==> src/rtl/rs_iss_queue.sv <==
// Reservation-station issue queue: CDB wakeup, lowest-index select into a registered issue stage.
// Optional macro RS_ISS_WAKEUP_BYPASS_EN lets select see the current-cycle CDB tag.
module rs_iss_entry #(
  parameter int PRF_IDX_W = 6,
  parameter int ROB_IDX_W = 5,
  parameter int FU_SEL_W  = 4,
  parameter int BR_MASK_W = 4
) (
  input  logic                 clk,
  input  logic                 rst,
  input  logic                 wr_en,
  input  logic                 iss_clr,
  input  logic [PRF_IDX_W-1:0] dp_opa_tag,
  input  logic [PRF_IDX_W-1:0] dp_opb_tag,
  input  logic                 dp_opa_rdy,
  input  logic                 dp_opb_rdy,
  input  logic [PRF_IDX_W-1:0] dp_dest,
  input  logic [ROB_IDX_W:0]   dp_rob,
  input  logic [31:0]          dp_ir,
  input  logic [FU_SEL_W-1:0]  dp_sel,
  input  logic [63:0]          dp_npc,
  input  logic [BR_MASK_W-1:0] dp_mask,
  input  logic                 cdb_vld,
  input  logic [PRF_IDX_W-1:0] cdb_tag,
  input  logic                 recovery,
  input  logic [BR_MASK_W-1:0] br_fix,
  input  logic [BR_MASK_W-1:0] fix_clr,
  output logic                 vld,
  output logic                 opa_rdy,
  output logic                 opb_rdy,
  output logic [PRF_IDX_W-1:0] opa_tag,
  output logic [PRF_IDX_W-1:0] opb_tag,
  output logic [PRF_IDX_W-1:0] dest,
  output logic [ROB_IDX_W:0]   rob,
  output logic [31:0]          ir,
  output logic [FU_SEL_W-1:0]  sel,
  output logic [63:0]          npc,
  output logic [BR_MASK_W-1:0] mask
);
  always_ff @(posedge clk) begin
    if (rst) begin
      vld     <= 1'b0;
      opa_rdy <= 1'b0;
      opb_rdy <= 1'b0;
    end else if (wr_en) begin
      vld     <= 1'b1;
      opa_rdy <= dp_opa_rdy;
      opb_rdy <= dp_opb_rdy;
    end else begin
      if (cdb_vld && opa_tag == cdb_tag) opa_rdy <= 1'b1;
      if (cdb_vld && opb_tag == cdb_tag) opb_rdy <= 1'b1;
      if (iss_clr || (recovery && |(mask & br_fix))) vld <= 1'b0;
    end
  end

  // Payload needs no reset: it is only observed through a valid entry.
  always_ff @(posedge clk) begin
    if (wr_en) begin
      opa_tag <= dp_opa_tag;
      opb_tag <= dp_opb_tag;
      dest    <= dp_dest;
      rob     <= dp_rob;
      ir      <= dp_ir;
      sel     <= dp_sel;
      npc     <= dp_npc;
      mask    <= dp_mask & ~fix_clr;
    end else begin
      mask    <= mask & ~fix_clr;
    end
  end
endmodule

module rs_iss_queue #(
  parameter int RS_NUM    = 8,
  parameter int PRF_IDX_W = 6,
  parameter int ROB_IDX_W = 5,
  parameter int FU_SEL_W  = 4,
  parameter int BR_MASK_W = 4,
  parameter logic [PRF_IDX_W-1:0] ZERO_REG = '1
) (
  input  logic                 clk,
  input  logic                 rst,
  input  logic                 dp_en_i,
  input  logic [PRF_IDX_W-1:0] dp_opa_tag_i,
  input  logic [PRF_IDX_W-1:0] dp_opb_tag_i,
  input  logic                 dp_opa_rdy_i,
  input  logic                 dp_opb_rdy_i,
  input  logic [PRF_IDX_W-1:0] dp_dest_tag_i,
  input  logic [ROB_IDX_W:0]   dp_rob_idx_i,
  input  logic [31:0]          dp_IR_i,
  input  logic [FU_SEL_W-1:0]  dp_sel_i,
  input  logic [63:0]          dp_NPC_i,
  input  logic [BR_MASK_W-1:0] dp_br_mask_i,
  input  logic                 cdb_vld_i,
  input  logic [PRF_IDX_W-1:0] cdb_tag_i,
  input  logic                 stall_i,
  input  logic                 rob_br_recovery_i,
  input  logic                 rob_br_pred_correct_i,
  input  logic [BR_MASK_W-1:0] rob_br_tag_fix_i,
  output logic                 rs2fu_iss_vld_o,
  output logic [FU_SEL_W-1:0]  rs2fu_sel_o,
  output logic [31:0]          rs2fu_IR_o,
  output logic [PRF_IDX_W-1:0] rs2fu_dest_tag_o,
  output logic [ROB_IDX_W:0]   rs2fu_rob_idx_o,
  output logic [BR_MASK_W-1:0] rs2fu_br_mask_o,
  output logic [63:0]          rs2fu_NPC_o,
  output logic [PRF_IDX_W-1:0] rs2prf_ra_idx_o,
  output logic [PRF_IDX_W-1:0] rs2prf_rb_idx_o,
  output logic                 rs_full_o
);
  logic [RS_NUM-1:0] e_vld, e_opa_rdy, e_opb_rdy, a_rdy, b_rdy, cand, iss_oh, free_oh;
  logic [RS_NUM-1:0][PRF_IDX_W-1:0] e_opa_tag, e_opb_tag, e_dest;
  logic [RS_NUM-1:0][ROB_IDX_W:0]   e_rob;
  logic [RS_NUM-1:0][31:0]          e_ir;
  logic [RS_NUM-1:0][FU_SEL_W-1:0]  e_sel;
  logic [RS_NUM-1:0][63:0]          e_npc;
  logic [RS_NUM-1:0][BR_MASK_W-1:0] e_mask;

  logic                 dp_go, do_iss, dp_opa_rdy, dp_opb_rdy;
  logic [BR_MASK_W-1:0] fix_clr;
  logic [PRF_IDX_W-1:0] m_opa, m_opb, m_dest;
  logic [ROB_IDX_W:0]   m_rob;
  logic [31:0]          m_ir;
  logic [FU_SEL_W-1:0]  m_sel;
  logic [63:0]          m_npc;
  logic [BR_MASK_W-1:0] m_mask;

  assign rs_full_o  = &e_vld;
  assign fix_clr    = rob_br_pred_correct_i ? rob_br_tag_fix_i : '0;
  assign dp_go      = dp_en_i & ~rs_full_o & ~rob_br_recovery_i;
  assign dp_opa_rdy = dp_opa_rdy_i | (dp_opa_tag_i == ZERO_REG) | (cdb_vld_i & (dp_opa_tag_i == cdb_tag_i));
  assign dp_opb_rdy = dp_opb_rdy_i | (dp_opb_tag_i == ZERO_REG) | (cdb_vld_i & (dp_opb_tag_i == cdb_tag_i));

  // Lowest set bit of cand, lowest clear bit of e_vld. The entry freed this
  // cycle is still valid pre-edge, so dispatch can never land on it.
  assign cand    = e_vld & a_rdy & b_rdy;
  assign iss_oh  = cand & (~cand + RS_NUM'(1));
  assign free_oh = ~e_vld & (e_vld + RS_NUM'(1));
  assign do_iss  = |cand & ~stall_i & ~rob_br_recovery_i;

  for (genvar i = 0; i < RS_NUM; i++) begin : g_ent
`ifdef RS_ISS_WAKEUP_BYPASS_EN
    assign a_rdy[i] = e_opa_rdy[i] | (cdb_vld_i & (e_opa_tag[i] == cdb_tag_i));
    assign b_rdy[i] = e_opb_rdy[i] | (cdb_vld_i & (e_opb_tag[i] == cdb_tag_i));
`else
    assign a_rdy[i] = e_opa_rdy[i];
    assign b_rdy[i] = e_opb_rdy[i];
`endif
    rs_iss_entry #(
      .PRF_IDX_W(PRF_IDX_W), .ROB_IDX_W(ROB_IDX_W),
      .FU_SEL_W(FU_SEL_W), .BR_MASK_W(BR_MASK_W)
    ) u_ent (
      .clk(clk), .rst(rst),
      .wr_en(dp_go & free_oh[i]), .iss_clr(do_iss & iss_oh[i]),
      .dp_opa_tag(dp_opa_tag_i), .dp_opb_tag(dp_opb_tag_i),
      .dp_opa_rdy(dp_opa_rdy), .dp_opb_rdy(dp_opb_rdy),
      .dp_dest(dp_dest_tag_i), .dp_rob(dp_rob_idx_i), .dp_ir(dp_IR_i),
      .dp_sel(dp_sel_i), .dp_npc(dp_NPC_i), .dp_mask(dp_br_mask_i),
      .cdb_vld(cdb_vld_i), .cdb_tag(cdb_tag_i),
      .recovery(rob_br_recovery_i), .br_fix(rob_br_tag_fix_i), .fix_clr(fix_clr),
      .vld(e_vld[i]), .opa_rdy(e_opa_rdy[i]), .opb_rdy(e_opb_rdy[i]),
      .opa_tag(e_opa_tag[i]), .opb_tag(e_opb_tag[i]), .dest(e_dest[i]),
      .rob(e_rob[i]), .ir(e_ir[i]), .sel(e_sel[i]), .npc(e_npc[i]), .mask(e_mask[i])
    );
  end

  always_comb begin
    m_opa  = '0;
    m_opb  = '0;
    m_dest = '0;
    m_rob  = '0;
    m_ir   = '0;
    m_sel  = '0;
    m_npc  = '0;
    m_mask = '0;
    for (int i = 0; i < RS_NUM; i++) begin
      if (iss_oh[i]) begin
        m_opa  = e_opa_tag[i];
        m_opb  = e_opb_tag[i];
        m_dest = e_dest[i];
        m_rob  = e_rob[i];
        m_ir   = e_ir[i];
        m_sel  = e_sel[i];
        m_npc  = e_npc[i];
        m_mask = e_mask[i];
      end
    end
  end

  always_ff @(posedge clk) begin
    if (rst) begin
      rs2fu_iss_vld_o  <= 1'b0;
      rs2fu_sel_o      <= '0;
      rs2fu_IR_o       <= '0;
      rs2fu_dest_tag_o <= ZERO_REG;
      rs2fu_rob_idx_o  <= '0;
      rs2fu_br_mask_o  <= '0;
      rs2fu_NPC_o      <= '0;
      rs2prf_ra_idx_o  <= ZERO_REG;
      rs2prf_rb_idx_o  <= ZERO_REG;
    end else begin
      // A squash hits the issue register even while stalled.
      if (rob_br_recovery_i && |(rs2fu_br_mask_o & rob_br_tag_fix_i))
        rs2fu_iss_vld_o <= 1'b0;
      else if (!stall_i)
        rs2fu_iss_vld_o <= do_iss;
      if (do_iss) begin
        rs2fu_sel_o      <= m_sel;
        rs2fu_IR_o       <= m_ir;
        rs2fu_dest_tag_o <= m_dest;
        rs2fu_rob_idx_o  <= m_rob;
        rs2fu_br_mask_o  <= m_mask & ~fix_clr;
        rs2fu_NPC_o      <= m_npc;
        rs2prf_ra_idx_o  <= m_opa;
        rs2prf_rb_idx_o  <= m_opb;
      end else begin
        rs2fu_br_mask_o  <= rs2fu_br_mask_o & ~fix_clr;
      end
    end
  end
endmodule

==> config.mk <==
export PLATFORM = sky130hd
export DESIGN_NAME = rs_iss_queue
export DESIGN_NICKNAME = d
export VERILOG_FILES = /design/src/rtl/rs_iss_queue.sv
export SDC_FILE = /design/constraint.sdc
export NUM_CORES = 1
export LEC_CHECK = 0
export ABC_AREA = 1
export BUFFER_PORTS_ARGS = -buffer_cell sky130_fd_sc_hd__buf_2
export CAP_MARGIN = 20
export CORE_MARGIN = 1.5
export CORE_UTILIZATION = 55
export DETAILED_ROUTE_END_ITERATION = 6
export HOLD_SLACK_MARGIN = 0.03
export PLACE_DENSITY = 0.76
export SYNTH_ARGS = -nofsm -noshare
export SYNTH_HDL_FRONTEND = slang
export SYNTH_SLANG_ARGS = --single-unit
==> constraint.sdc <==
create_clock -name clk -period 10.6 [get_ports clk]
set_input_delay 0.53 -clock clk [delete_from_list [all_inputs] [get_ports clk]]
set_output_delay 0.53 -clock clk [all_outputs]
set_load 0.01 [all_outputs]
After elaboration in Yosys (flattened, before gate mapping). Index checks and enable logic that the tools add are counted.

Register bits: 1177. Latch bits: 0. Memory bits (writable): 0. Memory bits (read-only): 0. Output and inout bits: 130. Word-level logic and storage cells: 366. Memories kept: 0.

Add/subtract/negate cells: 2. Multipliers: 0. Div/mod/pow operators: 0. $lt $le $gt $ge: 0. Equal/unequal tests: 20. Shift-type cells: 0. Multiplexer cells: 122. Bitwise logic cells: 56. Reductions and logical operators: 69.

Operators with widths (count): $mux 64 (8); $mux 32 (8); $mux 6 (32); $eq 6x6->1 (18); $mux 4 (26); $and 4x4->4 (20); $mux 1 (48); $reduce_bool 2->1 (24); $reduce_or 4->1 (9); $and 8x8->8 (4); $logic_and 1x1->1 (25); $and 1x1->1 (22); $add 8x1->8 const B (2); $not 8->8 (2); $eq 6x6->1 const B (2); $logic_or 1x1->1 (8); $reduce_and 8->1 (1); $reduce_or 8->1 (1); $not 4->4 (1); $or 1x1->1 (4); $not 1->1 (3); $reduce_or 2->1 (1).

Longest topological paths before layout.
Depth after elaboration: 15. Mapped depth: 12.

Cells and area by module. A second synthesis with hierarchy kept.

Cells, all modules: 4802. Area, all modules: 49464.9 um^2.

By module, submodules not included: rs_iss_entry (times used 8, cells each 213, area an instance 4196.5 um^2); rs_iss_queue (times used 1, cells each 3098, area an instance 15892.7 um^2).

Worst setup path after synthesis. No wires, ideal clock.

Path type: reg2reg. Start point: reg g_ent[1].u_ent.vld. End point: reg g_ent[2].u_ent.opb_rdy. Setup time: 0.126 ns. Arrival: 10.458 ns. Data required time: 10.474 ns. Path slack: 0.017 ns. Cell stages (with the launch flop): 11. Path buffers: 0. Clock period less this slack: 10.583 ns. Cells stage by stage: dfxtp_1 nand2_1 nor2_1 nand2_1 inv_1 nand2_1 nand2_2 nor3_1 inv_2 o21ai_0 nor2_1.

Word-level cells in the longest chain between the ends: 6. Elaborated cells on any way between the ends: 9.

Ends and longest elaborated chain: from (decl) (RTL line 28) `output logic vld,`; from (signal assigned) (RTL line 42) `vld <= 1'b0;`; from (signal assigned) (RTL line 46) `vld <= 1'b1;`; from (signal assigned) (RTL line 52) `if (iss_clr || (recovery && |(mask & br_fix))) vld <= 1'b0;`; branches (longest 4 deep; another with $add 8x1->8); $and 1x1->1 * (RTL line 154) `.wr_en(dp_go & free_oh[i]), .iss_clr(do_iss & iss_oh[i]),`; named net g_ent[2].u_ent.wr_en (RTL line 11) `input logic wr_en,`; $mux 1 or $reduce_bool 2->1 (tied branches); to (signal assigned) (RTL line 48) `opb_rdy <= dp_opb_rdy;`; to (decl) (RTL line 30) `output logic opb_rdy,`.

Mark *: on every way through the listed nets, which the timed path passes. A chain may end at the register's enable or synchronous reset.

Final worst setup path.
Start point: reg g_ent[0].u_ent.opa_rdy. End point: reg rs2fu_NPC_o[46].

Word-level cells in the longest chain between the ends: 13. Elaborated cells on any way between the ends: 16.

Ends and longest elaborated chain: from (decl) (RTL line 29) `output logic opa_rdy,`; from (signal assigned) (RTL line 47) `opa_rdy <= dp_opa_rdy;`; $and 8x8->8 * (2 in a row) (RTL line 136) `assign cand = e_vld & a_rdy & b_rdy;`; $not 8->8 (RTL line 137) `assign iss_oh = cand & (~cand + RS_NUM'(1));`; $add 8x1->8 (RTL line 137); $and 8x8->8 (RTL line 137); $mux 64 (8 in a row) (RTL line 177) `if (iss_oh[i]) begin`; to (signal assigned) (RTL line 213) `rs2fu_NPC_o <= m_npc;`; to (decl) (RTL line 106) `output logic [63:0] rs2fu_NPC_o,`.

Every way passes the cells marked *; elsewhere a longest branch is shown, timed or not.

==> impl_metrics.py <==
metrics = {
    "cells_and_area": {
        "final_nets": 4234,
        "finalInstanceArea_um2": 51510,
        "fillers": 6153,
        "regArea_um2": 33490,
        "drive_gt1_share_pct": 12.24,
        "synthToLayoutAreaGrowth_pct": 12.66,
        "final_cell_mix": "edfxtp_1, nand2_1, nor2_1",
        "multiInputGateArea_um2": 10350,
        "final_common_cell": "edfxtp_1",
    },
    "sta": {
        "fin_crit_sh_pct": 39.29,
        "min_period_ps": 4165,
        "hold-worst-slack_ps": 132.9,
        "fin_worst_skew_ps": 19.80,
        "drv_slew": 0,
        "setup_ws_ps": 6435,
        "max_clock_freq_mhz": 240.1,
        "maxSlewHeadroom_pct": 21.87,
        "grt_setup_unrepaired": "no",
        "worstMarginPinSlew_ps": 1172,
        "hold_viol_final": 0,
        "setup_viol": 0,
    },
    "global_route": {
        "overflow": 0,
        "antenna_found_initial": 12,
        "grt_pass1_wl_mm": 175.3,
        "grt_pass1_vias": 29763,
        "grt_max_degree": 128,
        "grtUsageTotal_pct": 27.13,
    },
    "critical_path": {
        "cp.required_ps": 11110,
        "cpLargestDelayFamily": "simple AND/OR/NAND/NOR gates",
        "crit_type": "reg -> reg",
        "slowest_delay_ps": 820,
        "endpoint_kind": "flip-flop",
        "startpoint_type": "flip-flop",
        "cp.arrival_ps": 4680,
        "slowest_stage": "buf_4",
        "cp_max_fo": 68,
        "crit_chain": "nand3_4, nand2_1, nor2_2, nand2_2, nand2_8, inv_4, nand2_4, buf_4, nor2_1, o21ai_1, a21oi_1",
        "critical_path_buf_inv_count": 2,
    },
    "power_and_ir_drop": {
        "seq_power_share_pct": 55.0,
        "peakVddDrop_mv": 0.1575,
        "combPwrFrac_pct": 2.1,
        "powerDensity_nw_per_um2": 178.7,
        "switching_share_pct": 20.03,
        "p_int_w": 0.007360,
        "power_frac_clock_pct": 42.9,
        "leakage_nw": 19.44,
        "p_sw_w": 0.001843,
    },
    "synth": {
        "seq_area_frac_synth_pct": 73.25,
        "ys.flop_type": "edfxtp_1",
        "yosysWarningCount": 0,
        "synth_edf_count": 992,
        "synth_top_area_share_pct": 65.15,
        "syn-num-nets": 4019,
        "synth_seq_cells": 1177,
        "yosysTopAreaCell": "edfxtp_1",
        "async_reset_ff_share_pct": 0,
        "syn_area_um2": 45720,
        "synthTopCellsByArea": "edfxtp_1, dfxtp_1, nand2_1",
        "synth_cells": 3872,
        "ys_types": 41,
        "avgSynthCellArea_um2": 11.81,
    },
    "die": {
        "core_area_um2": 82240,
        "die_width_um": 291.3,
        "initial_utilization_pct": 55.59,
        "num_rows": 105,
        "dieHeight_um": 291.3,
        "io_pins": 277,
        "dieArea_um2": 84870,
    },
    "clock_network": {
        "insertion_delay_ps": 670,
        "hold_buffers": 0,
        "cts_root_buf": "clkbuf_16",
        "clk_transition_reported_paths_ps": 60,
        "h-tree-depth": 3,
        "cts_setup_buffers": 0,
        "cts_made_buffers": 112,
        "tritoncts": "built",
        "cts.sinks": 1177,
        "clk_path_buf_depth": 3,
        "cts_resized": 0,
    },
    "flow_run": {
        "cap_violations": 0,
    },
    "detailed_routing": {
        "drt-initial-drc-count": 3410,
        "wl_met1_mm": 46.66,
        "ant_nets": 0,
        "highest_layer": "met5",
        "firstDrtPassIters": 6,
        "drc_errors": 0,
        "via_per_inst": 5.834,
        "avgRoutedWirePerCell_um": 22.18,
        "dr_wl_met3_mm": 10.68,
        "wirelength_mm": 116.6,
        "vias": 30689,
        "wl_met2_mm": 55.89,
    },
    "placed_design": {
        "dpl-instance-area_um2": 47860,
        "place_hpwl_mm": 62.10,
        "numPortBuffers": 276,
        "place_congestion": 0.9175,
        "pre_cts_ws_ps": 6464,
    },
    "hold_path": {
        "hp-class": "in -> reg",
    },
    "status": {
        "outcome": "completed",
    },
}
==> through the flow <==
stage                     TNS, ps  instances  util [%]  total power, W
after floorplan             -1356       3872         -        0.005237
after global placement          0       5043     58.20        0.005342
after detailed placement        0       5043     58.20        0.005349
after CTS                       0       5253     62.61        0.009236
after global routing            0       5258     62.62        0.009439
final                           0       5260     62.63        0.009203
==> layout make-up <==
class / instances / share of cell area (%)
antenna: 7 / 0.03401
clock buffer: 146 / 5.844
clock inverter: 64 / 1.202
inverter: 267 / 2.011
multi-input combinational: 2222 / 20.10
sequential: 1177 / 65.02
tap: 1070 / 2.599
timing repair buffer: 307 / 3.187
==> registers in the layout (all words and copies together), names as in the netlist, 32 cells and up <==
name and count:
g_ent.u_ent.ir 256, g_ent.u_ent.rob 48, g_ent.u_ent.sel 32, g_ent.u_ent.opa_tag 48, g_ent.u_ent.opb_tag 48, g_ent.u_ent.dest 48
rs2fu_IR_o 32, rs2fu_NPC_o 64, g_ent.u_ent.mask 32, g_ent.u_ent.npc 512
==> worst register-to-register path, delay by kind of cell (launching register included) <==
family / cells / cell delay [ps]
AOI/OAI and AO/OA: 2 / 260
buffers and inverters: 2 / 950
DFF: 1 / 330
and+or+nand+nor: 7 / 2500
==> per-layer routing <==
| layer | up-vias | track usage (%) |
|---|---|---|
| met5 | - | 0 |
| met4 | 12 | 8.990 |
| met3 | 269 | 5.001 |
| met2 | 1495 | 44.89 |
| met1 | 14877 | 36.40 |
| li1 | 14036 | - |
==> cell usage after synthesis (6+ instances only) <==
cell type and number:
o2111ai_1 6, o21ai_0 219, a21oi_1 230, edfxtp_1 992
a22oi_1 105, o22ai_1 34, o211ai_1 7, o21ai_1 101
buf_1 6, nand4_1 19, buf_6 6, a211oi_1 9
clkbuf_1 98, nand3_1 291, nor2_1 398, nor3_1 26
nand2_1 724, inv_2 8, buf_2 88, inv_1 257
buf_4 8, xor2_1 14, dfxtp_1 185
==> worst paths after layout <==
check | start | endpoint | slack (ps) | cells past startpoint
min reg2reg | g_ent[7].u_ent.dest[3] | rs2fu_dest_tag_o[3] | 450 | 2
max | g_ent[0].u_ent.opa_rdy | rs2fu_NPC_o[46] | 6440 | 11
min | dp_NPC_i[29] | g_ent[7].u_ent.npc[29] | 130 | 1
max reg2reg | g_ent[0].u_ent.opa_rdy | rs2fu_NPC_o[46] | 6440 | 11
==> power by group through the flow <==
| stage | clock network [W] | registers (W) | logic [W] |
|---|---|---|---|
| after floorplan | 0 | 0.00517 | 0.0000701 |
| after global placement | 0 | 0.00516 | 0.000181 |
| after detailed placement | 0 | 0.00516 | 0.000186 |
| after CTS | 0.00399 | 0.00506 | 0.000187 |
| after global routing | 0.00417 | 0.00506 | 0.000204 |
| final | 0.00395 | 0.00506 | 0.000190 |
==> cells by family (layout without fill, tap and decap cells) <==
group / Yosys count / in the layout / share of synthesized area (%)
AND/OR/NAND/NOR: 1481 / 1481 / 13.31
flip-flops: 1177 / 1177 / 73.25
AO/OA/AOI/OAI: 726 / 726 / 8.853
buffers and inverters: 473 / 784 / 4.294
XOR/XNOR: 15 / 15 / 0.2873
other: 0 / 7 / 0
Power figures use the tool's default switching activity.
